### src/rtl/multibyte_add_ctrl_if.sv
// Bundle of request, external-adder and result signals for multibyte_add_ctrl.
// Handshake rule (both request and result channels): a transfer happens at a
// rising clk edge where valid and ready are both 1; the source holds valid and
// its payload steady until that edge, and ready never depends on valid.
interface multibyte_add_ctrl_if #(
    parameter int NBYTES = 4
);
    // request channel
    logic                  in_valid;
    logic                  in_ready;
    logic [8*NBYTES-1:0]   op_a;
    logic [8*NBYTES-1:0]   op_b;
    logic                  op_cin;
    // shared external 8-bit adder
    logic [7:0]            add_a;
    logic [7:0]            add_b;
    logic                  add_cin;
    logic [7:0]            add_sum;
    logic                  add_cout;
    // result channel
    logic                  out_valid;
    logic                  out_ready;
    logic [8*NBYTES-1:0]   result;
    logic                  out_cout;
    logic                  out_ovf;

    // controller side
    modport slave (
        input  in_valid, op_a, op_b, op_cin, add_sum, add_cout, out_ready,
        output in_ready, add_a, add_b, add_cin, out_valid, result, out_cout, out_ovf
    );

    // requester / consumer / adder side
    modport master (
        output in_valid, op_a, op_b, op_cin, add_sum, add_cout, out_ready,
        input  in_ready, add_a, add_b, add_cin, out_valid, result, out_cout, out_ovf
    );
endinterface

### src/rtl/multibyte_add_ctrl.sv
// Sequences a wide add through one shared external 8-bit adder, one byte per
// cycle from byte 0 upward, then holds the result until the consumer takes it.
module multibyte_add_ctrl #(
    parameter int NBYTES = 4
) (
    input  logic                      clk,
    input  logic                      rst_n,
    multibyte_add_ctrl_if.slave       bus,
    output logic [1:0]                o_dbg_state
);

    localparam int IDX_W = (NBYTES > 1) ? $clog2(NBYTES) : 1;
    localparam logic [IDX_W-1:0] LAST_IDX = IDX_W'(NBYTES - 1);

    typedef enum logic [1:0] {
        S_IDLE = 2'd0,
        S_RUN  = 2'd1,
        S_DONE = 2'd2
    } state_t;

    state_t                  r_state;
    state_t                  w_state_nxt;

    logic [NBYTES-1:0][7:0]  r_a;
    logic [NBYTES-1:0][7:0]  r_b;
    logic [NBYTES-1:0][7:0]  r_result;
    logic [IDX_W-1:0]        r_idx;
    logic                    r_carry;
    logic                    r_out_cout;
    logic                    r_out_ovf;

    logic                    w_last;
    logic                    w_a_msb;
    logic                    w_b_msb;

    assign w_last  = (r_idx == LAST_IDX);
    assign w_a_msb = r_a[NBYTES-1][7];
    assign w_b_msb = r_b[NBYTES-1][7];

    // State register; reset always lands in IDLE, which also blocks a request
    // presented in the same cycle as reset.
    always_ff @(posedge clk) begin
        if (!rst_n) r_state <= S_IDLE;
        else        r_state <= w_state_nxt;
    end

    // Next-state and handshake/adder outputs; adder operands come only from
    // captured registers so op_a/op_b/op_cin never reach the adder directly.
    always_comb begin
        w_state_nxt   = r_state;
        bus.in_ready  = 1'b0;
        bus.out_valid = 1'b0;
        bus.add_a     = 8'd0;
        bus.add_b     = 8'd0;
        bus.add_cin   = 1'b0;
        case (r_state)
            S_IDLE: begin
                bus.in_ready = 1'b1;
                if (bus.in_valid) w_state_nxt = S_RUN;
            end
            S_RUN: begin
                bus.add_a   = r_a[r_idx];
                bus.add_b   = r_b[r_idx];
                bus.add_cin = r_carry;
                if (w_last) w_state_nxt = S_DONE;
            end
            S_DONE: begin
                bus.out_valid = 1'b1;
                if (bus.out_ready) w_state_nxt = S_IDLE;
            end
            default: w_state_nxt = S_IDLE;
        endcase
    end

    // Operand capture, byte-serial accumulation, and final flag capture.
    always_ff @(posedge clk) begin
        if (!rst_n) begin
            r_a        <= '0;
            r_b        <= '0;
            r_result   <= '0;
            r_idx      <= '0;
            r_carry    <= 1'b0;
            r_out_cout <= 1'b0;
            r_out_ovf  <= 1'b0;
        end else begin
            case (r_state)
                S_IDLE: begin
                    if (bus.in_valid) begin
                        r_a     <= bus.op_a;
                        r_b     <= bus.op_b;
                        r_carry <= bus.op_cin;
                        r_idx   <= '0;
                    end
                end
                S_RUN: begin
                    r_result[r_idx] <= bus.add_sum;
                    r_carry         <= bus.add_cout;
                    if (w_last) begin
                        // signed overflow: like-signed operands, differently signed sum
                        r_out_cout <= bus.add_cout;
                        r_out_ovf  <= (w_a_msb == w_b_msb) && (bus.add_sum[7] != w_a_msb);
                    end else begin
                        r_idx <= r_idx + 1'b1;
                    end
                end
                default: ;
            endcase
        end
    end

    assign bus.result   = r_result;
    assign bus.out_cout = r_out_cout;
    assign bus.out_ovf  = r_out_ovf;
    assign o_dbg_state  = r_state;

endmodule

### src/flat_wrapper.sv
// flat-port wrapper written by rule: the top's interface ports become plain ports
module multibyte_add_ctrl_flat 
#(
    parameter int NBYTES = 4
)
  (clk, rst_n, o_dbg_state, bus_in_valid, bus_op_a, bus_op_b, bus_op_cin, bus_add_sum, bus_add_cout, bus_out_ready, bus_in_ready, bus_add_a, bus_add_b, bus_add_cin, bus_out_valid, bus_result, bus_out_cout, bus_out_ovf);
  multibyte_add_ctrl_if #(.NBYTES(NBYTES)) bus_i ();
  input  logic clk;
  input  logic rst_n;
  output logic [1:0] o_dbg_state;
  input wire logic [$bits(bus_i.in_valid)-1:0] bus_in_valid;
  input wire logic [$bits(bus_i.op_a)-1:0] bus_op_a;
  input wire logic [$bits(bus_i.op_b)-1:0] bus_op_b;
  input wire logic [$bits(bus_i.op_cin)-1:0] bus_op_cin;
  input wire logic [$bits(bus_i.add_sum)-1:0] bus_add_sum;
  input wire logic [$bits(bus_i.add_cout)-1:0] bus_add_cout;
  input wire logic [$bits(bus_i.out_ready)-1:0] bus_out_ready;
  output wire logic [$bits(bus_i.in_ready)-1:0] bus_in_ready;
  output wire logic [$bits(bus_i.add_a)-1:0] bus_add_a;
  output wire logic [$bits(bus_i.add_b)-1:0] bus_add_b;
  output wire logic [$bits(bus_i.add_cin)-1:0] bus_add_cin;
  output wire logic [$bits(bus_i.out_valid)-1:0] bus_out_valid;
  output wire logic [$bits(bus_i.result)-1:0] bus_result;
  output wire logic [$bits(bus_i.out_cout)-1:0] bus_out_cout;
  output wire logic [$bits(bus_i.out_ovf)-1:0] bus_out_ovf;
  assign bus_i.in_valid = bus_in_valid;
  assign bus_i.op_a = bus_op_a;
  assign bus_i.op_b = bus_op_b;
  assign bus_i.op_cin = bus_op_cin;
  assign bus_i.add_sum = bus_add_sum;
  assign bus_i.add_cout = bus_add_cout;
  assign bus_i.out_ready = bus_out_ready;
  assign bus_in_ready = bus_i.in_ready;
  assign bus_add_a = bus_i.add_a;
  assign bus_add_b = bus_i.add_b;
  assign bus_add_cin = bus_i.add_cin;
  assign bus_out_valid = bus_i.out_valid;
  assign bus_result = bus_i.result;
  assign bus_out_cout = bus_i.out_cout;
  assign bus_out_ovf = bus_i.out_ovf;
  multibyte_add_ctrl #(.NBYTES(NBYTES)) u_core (.clk(clk), .rst_n(rst_n), .bus(bus_i), .o_dbg_state(o_dbg_state));
endmodule
### config.mk
export PLATFORM = sky130hd
export DESIGN_NAME = multibyte_add_ctrl_flat
export DESIGN_NICKNAME = d
export VERILOG_FILES = /design/src/rtl/multibyte_add_ctrl_if.sv /design/src/rtl/multibyte_add_ctrl.sv /design/src/flat_wrapper.sv
export SDC_FILE = /design/constraint.sdc
export NUM_CORES = 1
export LEC_CHECK = 0
export BUFFER_PORTS_ARGS = -buffer_cell sky130_fd_sc_hd__buf_2
export CAP_MARGIN = 20
export CORE_MARGIN = 2
export CORE_UTILIZATION = 51
export DETAILED_ROUTE_END_ITERATION = 12
export GPL_TIMING_DRIVEN = 0
export PLACE_DENSITY = 0.81
export SETUP_SLACK_MARGIN = 0.1
export SLEW_MARGIN = 10
export SYNTH_ARGS = -nofsm -noshare
export SYNTH_HDL_FRONTEND = slang
export SYNTH_SLANG_ARGS = --single-unit
### constraint.sdc
create_clock -name clk -period 2.1 [get_ports clk]
set_input_delay 0.105 -clock clk [delete_from_list [all_inputs] [get_ports clk]]
set_output_delay 0.105 -clock clk [all_outputs]
set_load 0.02 [all_outputs]
==> results of run 1 <==
[flip-flops by register name, indices dropped and copies added, names as in the netlist]
name                 flops
u_core.bus.out_cout      1
u_core.bus.out_ovf       1
u_core.bus.result       32
u_core.o_dbg_state       2
u_core.r_a              32
u_core.r_b              32
u_core.r_carry           1
u_core.r_idx             2
[power by group through the flow]
stage / clock network (W) / registers [W] / logic, W
6_report: 0.00133 / 0.00211 / 0.000669
5_1_grt: 0.00142 / 0.00212 / 0.000727
4_1_cts: 0.00135 / 0.00210 / 0.000648
3_5_place_dp: 0 / 0.00215 / 0.000555
3_3_place_gp: 0 / 0.00214 / 0.000538
2_1_floorplan: 0 / 0.00215 / 0.000334
[synth_stat cells (all sizes together) (2+ instances only)]
master,count,area [sq um]
inv,3,11.3
clkbuf,19,71.3
a21oi,2,10.0
nand2,149,559
dfxtp,103,2060
nor2,4,15.0
nand3b,5,37.5
mux4,16,360
o21ai,4,20.0
buf,18,105
nor2b,42,263
ha,4,50.1
a21boi,73,548
mux2i,24,240
[per-stage QoR]
step	setup TNS [ns]	total power, W	hold WS [ns]
after floorplan	0	0.00248	0.250
after global placement	0	0.00268	0.357
after detailed placement	-0.0336	0.00270	0.363
after CTS	0	0.00410	0.00114
after global routing	0	0.00427	0.0148
final	0	0.00410	0.00926
[timing repair]
action	CTS	global route
gates resized for setup	4	5
endpoints found under the hold margin	63	0
hold buffers	63	0
setup endpoints to repair	40	27
[logic make-up (layout without fill, tap and decap cells)]
| logic type | after synthesis | in the layout |
|---|---|---|
| simple gates | 206 | 206 |
| flops | 103 | 103 |
| compound gates | 82 | 82 |
| mux | 40 | 40 |
| buf+inv | 40 | 251 |
| fa+ha+maj | 4 | 4 |
[worst max-delay path, stage by stage (launching register included)]
cell,delay (ns)
dfxtp_1,0.53
nand2b_1,0.20
clkbuf_1,0.45
nor2b_1,0.14
buf_2,0.19
[worst paths after layout]
path                    startpoint               endpoint  slack (ns)  cells past startpoint
min                   bus_op_a[16]         u_core.r_a[16]       0.009                      3
max          u_core.o_dbg_state[1]           bus_add_a[3]        0.11                      4
min reg2reg  u_core.bus.result[27]  u_core.bus.result[27]        0.47                      2
max reg2reg        u_core.r_idx[1]  u_core.bus.result[15]        0.25                      8
[cell type report]
class,instances,share of cell area
Sequential cell,103,0.338
Inverter,3,0.00185
Buffer,37,0.0328
Tap cell,108,0.0222
Clock inverter,7,0.0146
Clock buffer,9,0.0203
Multi-Input combinational cell,332,0.358
Timing Repair Buffer,195,0.212
[metal layers]
metal  vias up  wire, microns
met2       191           6620
met1      1958           5230
met4         0            320
li1       1987              -
met5         -              0
met3        37            923
==> results.tsv, run 1 <==
stage	metric	value	unit
global_route	use_met1	0.328	
setup_path	critPathKind	flop to output pin	
timing	hold_violations	0	
power_and_ir_drop	clkPwrFrac	0.323	
floorplan	start_util	0.516	
placed_design	port-buffer-count	132	
logic_synthesis	yosys.area_share.simple	0.208	
logic_synthesis	ys_seq_elements	103	
power_and_ir_drop	seqPwrFrac	0.514	
routing	antenna_left	0	
clock_network	cts_sinks	103	
logic_synthesis	synth_area	4430	sq um
power_and_ir_drop	intPower	0.00296	W
routing	firstDrtPassIters	5	
timing	rsz0062_at_grt	yes	
floorplan	die-height	97.2	microns
routing	drt-initial-drc-count	230	
timing	finalCritPeriodShare	0.948	
global_route	grt_use_met3	0.0626	
logic_synthesis	syn_area_per_cell	9.33	sq um
timing	final_max_slew_viol_count	0	
routing	num_vias	4173	
global_route	gr-total-overflow	0	
hold_path	hp-class	primary input to flop	
global_route	grt_pass1_wl	21000	microns
floorplan	fp.coreArea	8590	sq um
logic_synthesis	ys_types	25	
layout	fin_util	0.709	
power_and_ir_drop	p_switching	0.00114	W
placed_design	dp_slack	-0.0140	ns
routing	avgViaCountPerCell	5.26	
clock_network	clk_latency	0.37	ns
floorplan	row_count	34	
clock_network	numCtsBuffers	9	
power_and_ir_drop	power_density	673	nW/um^2
floorplan	die_area	9450	sq um
layout	diodes	0	
placed_design	placed_cells	715	
setup_path	cp.required	2.00	ns
setup_path	path_max_fanout	11	
global_route	busiest_layer	met2	
timing	fmax	502	MHz
timing	relSlewSlack	0.634	
global_route	antenna_found_initial	0	
setup_path	end_kind	output pin	
layout	final_cell_mix	nand2_1, buf_2, dfxtp_1	
logic_synthesis	synth_edf_count	0	
global_route	met2_usage	0.506	
timing	finalCriticalPeriod	1.99	ns
routing	drc_errors	0	
layout	multi_input_area	2180	sq um
setup_path	cp-start-kind	flop	
clock_network	h-tree-depth	3	
layout	final_nets	763	
job	maxCapViolCount	0	
placed_design	dp_hpwl	8220	microns
global_route	grt_pass1_vias	4314	
timing	worstMarginPinSlew	0.549	ns
clock_network	root_buffer	clkbuf_8	
layout	area_growth	37.5	%
clock_network	cts_tree	built	
logic_synthesis	muxShareOfSynthArea	0.136	
global_route	track_usage	0.278	
logic_synthesis	yosys_most_used_dff	dfxtp_1	
floorplan	io_pins	133	
layout	final_cell_area	6090	sq um
logic_synthesis	async_flop_share	0	
logic_synthesis	synth_top_family_by_area	simple AND/OR/NAND/NOR gates	
logic_synthesis	synth_compound_area_frac	0.137	
routing	wl_per_cell	16.5	microns
power_and_ir_drop	p_leak	2.69	nW
layout	drive_gt1_frac	0.262	
setup_path	cp.arrival	1.89	ns
logic_synthesis	syn_inst	475	
logic_synthesis	synth_nets	557	
timing	skew	0.0103	ns
timing	setup_ws	0.110	ns
logic_synthesis	synth-adder-area-share	0.0113	
layout	regArea	2060	sq um
power_and_ir_drop	switching_share	0.278	
clock_network	cts_buffer_depth	2	
layout	final.fill_count	635	
routing	wl	13100	microns
clock_network	cts.clk_slew.worst_paths	0.10	ns
global_route	grt_max_degree	20	
timing	setup-violations-final	0	
logic_synthesis	synth_xor_area_frac	0	
placed_design	gp_congestion	0.832	
logic_synthesis	ys_warn_count	0	
clock_network	cts_setup_buffers	0	
run_status	status	finished clean	
layout	mostFrequentLayoutCell	nand2_1	
layout	fin_cells	794	
placed_design	placed_area	5230	sq um
logic_synthesis	ys_seq_area_frac	0.465	
power_and_ir_drop	combinationalPowerShare	0.163	
power_and_ir_drop	ir_drop	0.000464	V
floorplan	die_w	97.2	microns
No activity file was read; power rests on OpenSTA's default activity.
==> run 2: changes to the inputs <==
--- a/config.mk
+++ b/config.mk
@@ -5,6 +5,7 @@
 export SDC_FILE = /design/constraint.sdc
 export NUM_CORES = 1
 export LEC_CHECK = 0
+export ABC_AREA = 1
 export BUFFER_PORTS_ARGS = -buffer_cell sky130_fd_sc_hd__buf_2
 export CAP_MARGIN = 20
 export CORE_MARGIN = 2
==> run 2 against run 1 <==
Synthesized area is 0.25% higher; cell count is 23% higher; largest power group unchanged; sequential power is 2% higher.
==> results.tsv, run 2 <==
stage	metric	value	unit	change
timing	final_max_slew_viol_count	0		unchanged
placed_design	placed_cells	890		+24%
timing	setup-violations-final	0		unchanged
global_route	antenna_found_initial	0		unchanged
layout	fin_cells	974		+23%
clock_network	cts_buffer_depth	2		unchanged
routing	num_vias	4922		+18%
layout	diodes	0		unchanged
logic_synthesis	yosysTopAreaCell	dfxtp_1		
power_and_ir_drop	power_density	705	nW/um^2	+4.7%
clock_network	numCtsBuffers	9		unchanged
routing	firstDrtPassIters	6		+1
placed_design	port-buffer-count	132		unchanged
timing	worstMarginPinSlew	0.469	ns	-0.0807 ns
logic_synthesis	syn_area_per_cell	6.84	sq um	-27%
timing	fmax	529	MHz	+5.3%
global_route	grt_pass1_vias	4586		+6.3%
timing	relSlewSlack	0.688		+0.0538
routing	avgViaCountPerCell	5.05		-3.8%
clock_network	cts_tree	built		
logic_synthesis	synth_top_area_frac	0.464		-0.00118
power_and_ir_drop	p_leak	2.96	nW	+10%
floorplan	fp.coreArea	8590	sq um	unchanged
timing	skew	0.0175	ns	+0.00713 ns
logic_synthesis	ys_seq_elements	103		unchanged
floorplan	die_w	97.3	microns	+0.12%
global_route	track_usage	0.271		-0.00766
floorplan	die-height	97.3	microns	+0.12%
logic_synthesis	ys_seq_area_frac	0.464		-0.00118
placed_design	dp_hpwl	9020	microns	+9.6%
job	maxCapViolCount	0		unchanged
layout	final_cell_mix	nor2_1, nand2_1, buf_2		
clock_network	clk_latency	0.38	ns	about the same
floorplan	die_area	9470	sq um	+0.24%
floorplan	start_util	0.517		+0.00131
logic_synthesis	synthTopCellsByArea	dfxtp_1, nor2_1, nand2_1		
layout	drive_gt1_frac	0.224		-0.0384
global_route	grt_pass1_wl	20800	microns	-0.86%
logic_synthesis	ys_types	20		-20%
setup_path	end_kind	output pin		
routing	drc_errors	0		unchanged
routing	wl_per_cell	13.7	microns	-17%
routing	antenna_left	0		unchanged
logic_synthesis	synth_area	4440	sq um	+0.25%
power_and_ir_drop	ir_drop	0.000407	V	-12%
logic_synthesis	async_flop_share	0		unchanged
routing	wl	13400	microns	+2.1%
clock_network	cts_sinks	103		unchanged
setup_path	critPathKind	flop to output pin		
routing	drt-initial-drc-count	277		+20%
layout	final_nets	943		+24%
timing	finalCritPeriodShare	0.900		-0.0474
timing	rsz0062_at_grt	no		
timing	finalCriticalPeriod	1.89	ns	-0.0996 ns
timing	hold_violations	0		unchanged
setup_path	path_max_fanout	10		-1
logic_synthesis	synth_edf_count	0		unchanged
layout	mostFrequentLayoutCell	nor2_1		
logic_synthesis	ys_warn_count	0		unchanged
logic_synthesis	synth_commonest_cells	nor2_1, nand2_1, dfxtp_1		
floorplan	row_count	34		unchanged
clock_network	cts.clk_slew.worst_paths	0.11	ns	about the same
timing	fin_setup_tns	0	ns	unchanged
clock_network	root_buffer	clkbuf_8		
hold_path	hp-class	primary input to flop		
logic_synthesis	yosys_most_used_dff	dfxtp_1		
clock_network	h-tree-depth	3		unchanged
logic_synthesis	syn_inst	650		+37%
setup_path	cp.required	2.00	ns	about the same
placed_design	gp_congestion	0.871		+4.6%
setup_path	cp.arrival	1.79	ns	-0.10 ns
logic_synthesis	synth.most_common_cell	nor2_1		
floorplan	io_pins	133		unchanged
run_status	status	finished clean		
global_route	gr-total-overflow	0		unchanged
logic_synthesis	synth_nets	732		+31%
global_route	grt_max_degree	22		+10%
layout	area_growth	39.1	%	
setup_path	cp-start-kind	flop		
run 2: cell count changes in the layout (fill, tap and decap cells not counted), sizes merged, moves of 24 or more:
cell	previous run	this run
mux2i	24	0
a21boi	73	0
inv	7	49
o21ai	4	82
nor2	4	176
nor2b	42	0
a21oi	2	38
run 2: per-stage QoR:
step                worst slack, ns  instance area, sq um  power, W  hold WS [ns]   util
floorplan                     0.533                  4440   0.00272         0.240      -
global placement              0.218                  5240   0.00297         0.338  0.610
detailed placement            0.180                  5240   0.00300         0.348  0.610
CTS                          0.0868                  6110   0.00433      0.000143  0.711
global route                 0.0899                  6180   0.00455       0.00541  0.719
finish                        0.209                  6180   0.00436       0.00750  0.719
run 2: repair_timing:
item	4_1_cts	5_1_grt
buffers inserted	0	3
setup endpoints to repair	3	40
endpoints found under the hold margin	65	0
resized for setup	3	20
hold buffers	65	0
run 2: final timing paths:
check | from | slack [ns] | cells after the start | to
worst max register to register | u_core.r_idx[1] | 0.31 | 8 | u_core.bus.result[11]
worst min-delay path | bus_op_b[13] | 0.007 | 3 | u_core.r_b[13]
worst max-delay path | u_core.r_idx[0] | 0.21 | 7 | bus_add_a[2]
worst min register to register | u_core.bus.result[10] | 0.47 | 2 | u_core.bus.result[10]
run 2: cell families after synthesis:
kind of cell	after synthesis	share of synthesized area
AO/OA/AOI/OAI	120	0.135
adder cells (fa/ha/maj)	4	0.0113
buffers and inverters	88	0.0955
flip-flops	103	0.464
AND/OR/NAND/NOR	335	0.294
run 2: worst max-delay path, stage by stage (launching register included):
cell        delay, ns
dfxtp_1          0.40
buf_6            0.16
clkinvlp_4       0.11
buf_4            0.18
nand2_1          0.09
nand3_1          0.07
a21oi_1          0.20
buf_2            0.21
run 2: layout make-up:
cell class / instances / area, sq um
timing repair buffer: 200 / 1340
fill: 708 / 2410
buffer: 38 / 255
clock buffer: 9 / 124
sequential: 103 / 2060
multi-input combinational: 459 / 1980
inverter: 50 / 196
tap: 108 / 135
clock inverter: 7 / 86.3
run 2: per-layer routing:
| layer | GRT usage | up-vias | share of wire | wire [microns] |
|---|---|---|---|---|
| li1 | - | 2443 | - | - |
| met1 | 0.329 | 2219 | 0.41 | 5450 |
| met2 | 0.464 | 210 | 0.49 | 6570 |
| met3 | 0.0561 | 50 | 0.066 | 878 |
| met4 | 0.118 | 0 | 0.036 | 486 |
| met5 | 0 | - | 0 | 0 |
run 2: power breakdown:
group          total (W)  switching (W)  leakage (nW)  internal [W]
registers        0.00216      0.0000720         0.848       0.00209
logic           0.000937       0.000543          2.01      0.000394
clock network    0.00126       0.000780         0.104      0.000478
total            0.00436        0.00140          2.96       0.00296
==> run 3: changes to the inputs <==
--- a/config.mk
+++ b/config.mk
@@ -11,7 +11,6 @@
 export CORE_MARGIN = 2
 export CORE_UTILIZATION = 51
 export DETAILED_ROUTE_END_ITERATION = 12
-export GPL_TIMING_DRIVEN = 0
 export PLACE_DENSITY = 0.81
 export SETUP_SLACK_MARGIN = 0.1
 export SLEW_MARGIN = 10
==> run 3 against run 2 <==
Worst setup slack better by 0.016 ns; first-iteration DRC count decreased by 6.5%; sequential share of layout area up 2.7 points; clock power fell by 9%; die area unchanged; critical path depth shrank 3; wire length shrank 11%; total power fell by 5.1%; largest cell class unchanged; sequential power about the same; fmax up 0.84%; critical endpoint is now bus_add_b[5]; largest power group unchanged.
==> results.tsv, run 3 (synthesis gave the netlist of run 2 again) <==
stage	metric	value	unit	change
setup_path	critPathKind	flop to output pin		
power_and_ir_drop	finalPower	0.00413	W	-5.1%
clock_network	cts_buffer_depth	2		unchanged
power_and_ir_drop	combinationalPowerShare	0.197		-0.018
floorplan	row_count	34		unchanged
clock_network	cts_sinks	103		unchanged
layout	diodes	0		unchanged
setup_path	cp-start-kind	flop		
timing	final_max_slew_viol_count	0		unchanged
job	maxCapViolCount	0		unchanged
clock_network	h-tree-depth	3		unchanged
clock_network	numCtsBuffers	9		unchanged
layout	final_nets	891		-5.5%
power_and_ir_drop	clkPwrFrac	0.279		-0.010
global_route	use_met1	0.317		-0.0125
timing	hold-worst-slack	0.00590	ns	-0.00160 ns
timing	fin_setup_tns	0	ns	unchanged
power_and_ir_drop	seqPwrFrac	0.524		+0.028
floorplan	fp.coreArea	8590	sq um	unchanged
setup_path	cpPeakStageDelay	0.54	ns	+0.14 ns
power_and_ir_drop	p_leak	2.75	nW	-7.2%
global_route	met2_usage	0.428		-0.0363
global_route	antenna_found_initial	0		unchanged
global_route	busiest_layer	met2		
floorplan	die-height	97.3	microns	unchanged
hold_path	min_from	bus_op_b[0]		
clock_network	clk_latency	0.36	ns	-0.02 ns
setup_path	r2r_start	u_core.r_idx[0]		
placed_design	gp_congestion	0.843		-3.2%
layout	final_cell_mix	nor2_1, nand2_1, buf_2		
routing	wl	11900	microns	-11%
routing	num_vias	4539		-7.8%
timing	skew	0.00722	ns	-0.0102 ns
clock_network	cts.clk_slew.worst_paths	0.10	ns	about the same
setup_path	cp.required	2.00	ns	about the same
setup_path	path_max_fanout	12		+2
hold_path	hp-class	primary input to flop		
timing	setup-violations-final	0		unchanged
layout	mostFrequentLayoutCell	nor2_1		
routing	drc_errors	0		unchanged
routing	drt-initial-drc-count	259		-6.5%
setup_path	crit_family	flip-flops		
power_and_ir_drop	ir_drop	0.000456	V	+12%
timing	hold_violations	0		unchanged
layout	drive_gt1_frac	0.210		-0.0139
power_and_ir_drop	power_density	723	nW/um^2	+2.5%
global_route	grt_pass1_vias	4352		-5.1%
timing	finalCritPeriodShare	0.893		-0.00753
global_route	gr-total-overflow	0		unchanged
run_status	status	finished clean		
placed_design	dp_slack	0.192	ns	+0.0127 ns
global_route	grt_use_met3	0.0547		-0.00144
routing	wl_per_cell	12.9	microns	-6.1%
timing	rsz0062_at_grt	no		
placed_design	port-buffer-count	132		unchanged
timing	setup_ws	0.225	ns	+0.0158 ns
global_route	grt_pass1_wl	19700	microns	-5.1%
floorplan	die_area	9470	sq um	unchanged
setup_path	cp.arrival	1.77	ns	-0.02 ns
floorplan	io_pins	133		unchanged
global_route	grt_max_degree	65		+200%
routing	avgViaCountPerCell	4.92		-2.6%
routing	antenna_left	0		unchanged
power_and_ir_drop	switching_share	0.302		-0.0186
layout	final.fill_count	770		+8.8%
placed_design	dp_hpwl	8220	microns	-8.9%
routing	firstDrtPassIters	5		-1
layout	area_growth	28.7	%	
setup_path	critPathLaunch	u_core.o_dbg_state[0]		
setup_path	end_kind	output pin		
timing	relSlewSlack	0.571		-0.117
timing	worstMarginPinSlew	0.644	ns	+0.175 ns
power_and_ir_drop	intPower	0.00289	W	-2.5%
power_and_ir_drop	p_switching	0.00125	W	-11%
setup_path	worst_path_max_delay_cell	dfxtp_1		
setup_path	cp_num_buf_inv	2		-2
timing	fmax	533	MHz	+0.84%
setup_path	crit_chain	nand2_2 -> buf_4 -> a21oi_1 -> buf_2		
clock_network	root_buffer	clkbuf_8		
floorplan	start_util	0.517		unchanged
global_route	track_usage	0.253		-0.0174
clock_network	cts_tree	built		
floorplan	die_w	97.3	microns	unchanged
timing	finalCriticalPeriod	1.87	ns	-0.0158 ns
[run 3: cell types whose count changed in the layout (fill, tap and decap cells not counted), sizes merged]
cell	before	now
dlygate4sd3	65	43
clkinv	6	4
buf	159	143
clkbuf	23	11
[run 3: layout make-up]
cell class                 count  area, sq um  share of cell area
inverter                      50          190              0.0333
multi-input combinational    459         1960               0.343
sequential                   103         2060               0.361
timing repair buffer         186         1190               0.207
tap                          108          135              0.0236
clock buffer                  11          141              0.0247
clock inverter                 5         41.3             0.00722
[run 3: what timing repair did]
item / 4_1_cts / 5_1_grt
pin swaps: 0 / 0
hold buffers: 43 / 0
gates resized for setup: 2 / 1
setup buffers: 0 / 0
endpoints found under the hold margin: 43 / 0
endpoints found under the setup margin: 9 / 4
[run 3: metal layers]
layer  part of all wire  routed length, microns
met1               0.43                    5160
met4              0.027                     320
met3              0.056                     670
met2               0.48                    5750
met5                  0                       0
[run 3: path summary, 6_finish.rpt]
path	end	cells after the start	slack, ns
max	bus_add_b[5]	4	0.23
min	u_core.r_b[0]	3	0.006
max reg2reg	u_core.bus.out_ovf	7	0.28
min reg2reg	u_core.bus.result[15]	2	0.47
[run 3: power by group through the flow]
stage | clock, W | combinational [W] | sequential (W)
after global routing | 0.00128 | 0.000913 | 0.00218
after floorplan | 0 | 0.000497 | 0.00222
final | 0.00115 | 0.000815 | 0.00217
after detailed placement | 0 | 0.000748 | 0.00221
after global placement | 0 | 0.000730 | 0.00220
after CTS | 0.00118 | 0.000812 | 0.00216
[run 3: worst min-delay path, stage by stage]
cell and delay (ns):
buf_2 0.08, o21ai_1 0.06, nor2_1 0.09
[run 3: stage by stage]
step / util / cell area (sq um) / std cells
after floorplan: - / 4440 / 650
after global placement: 0.593 / 5100 / 863
after detailed placement: 0.593 / 5100 / 863
after CTS: 0.665 / 5720 / 922
after global routing: 0.665 / 5720 / 922
final: 0.665 / 5720 / 922
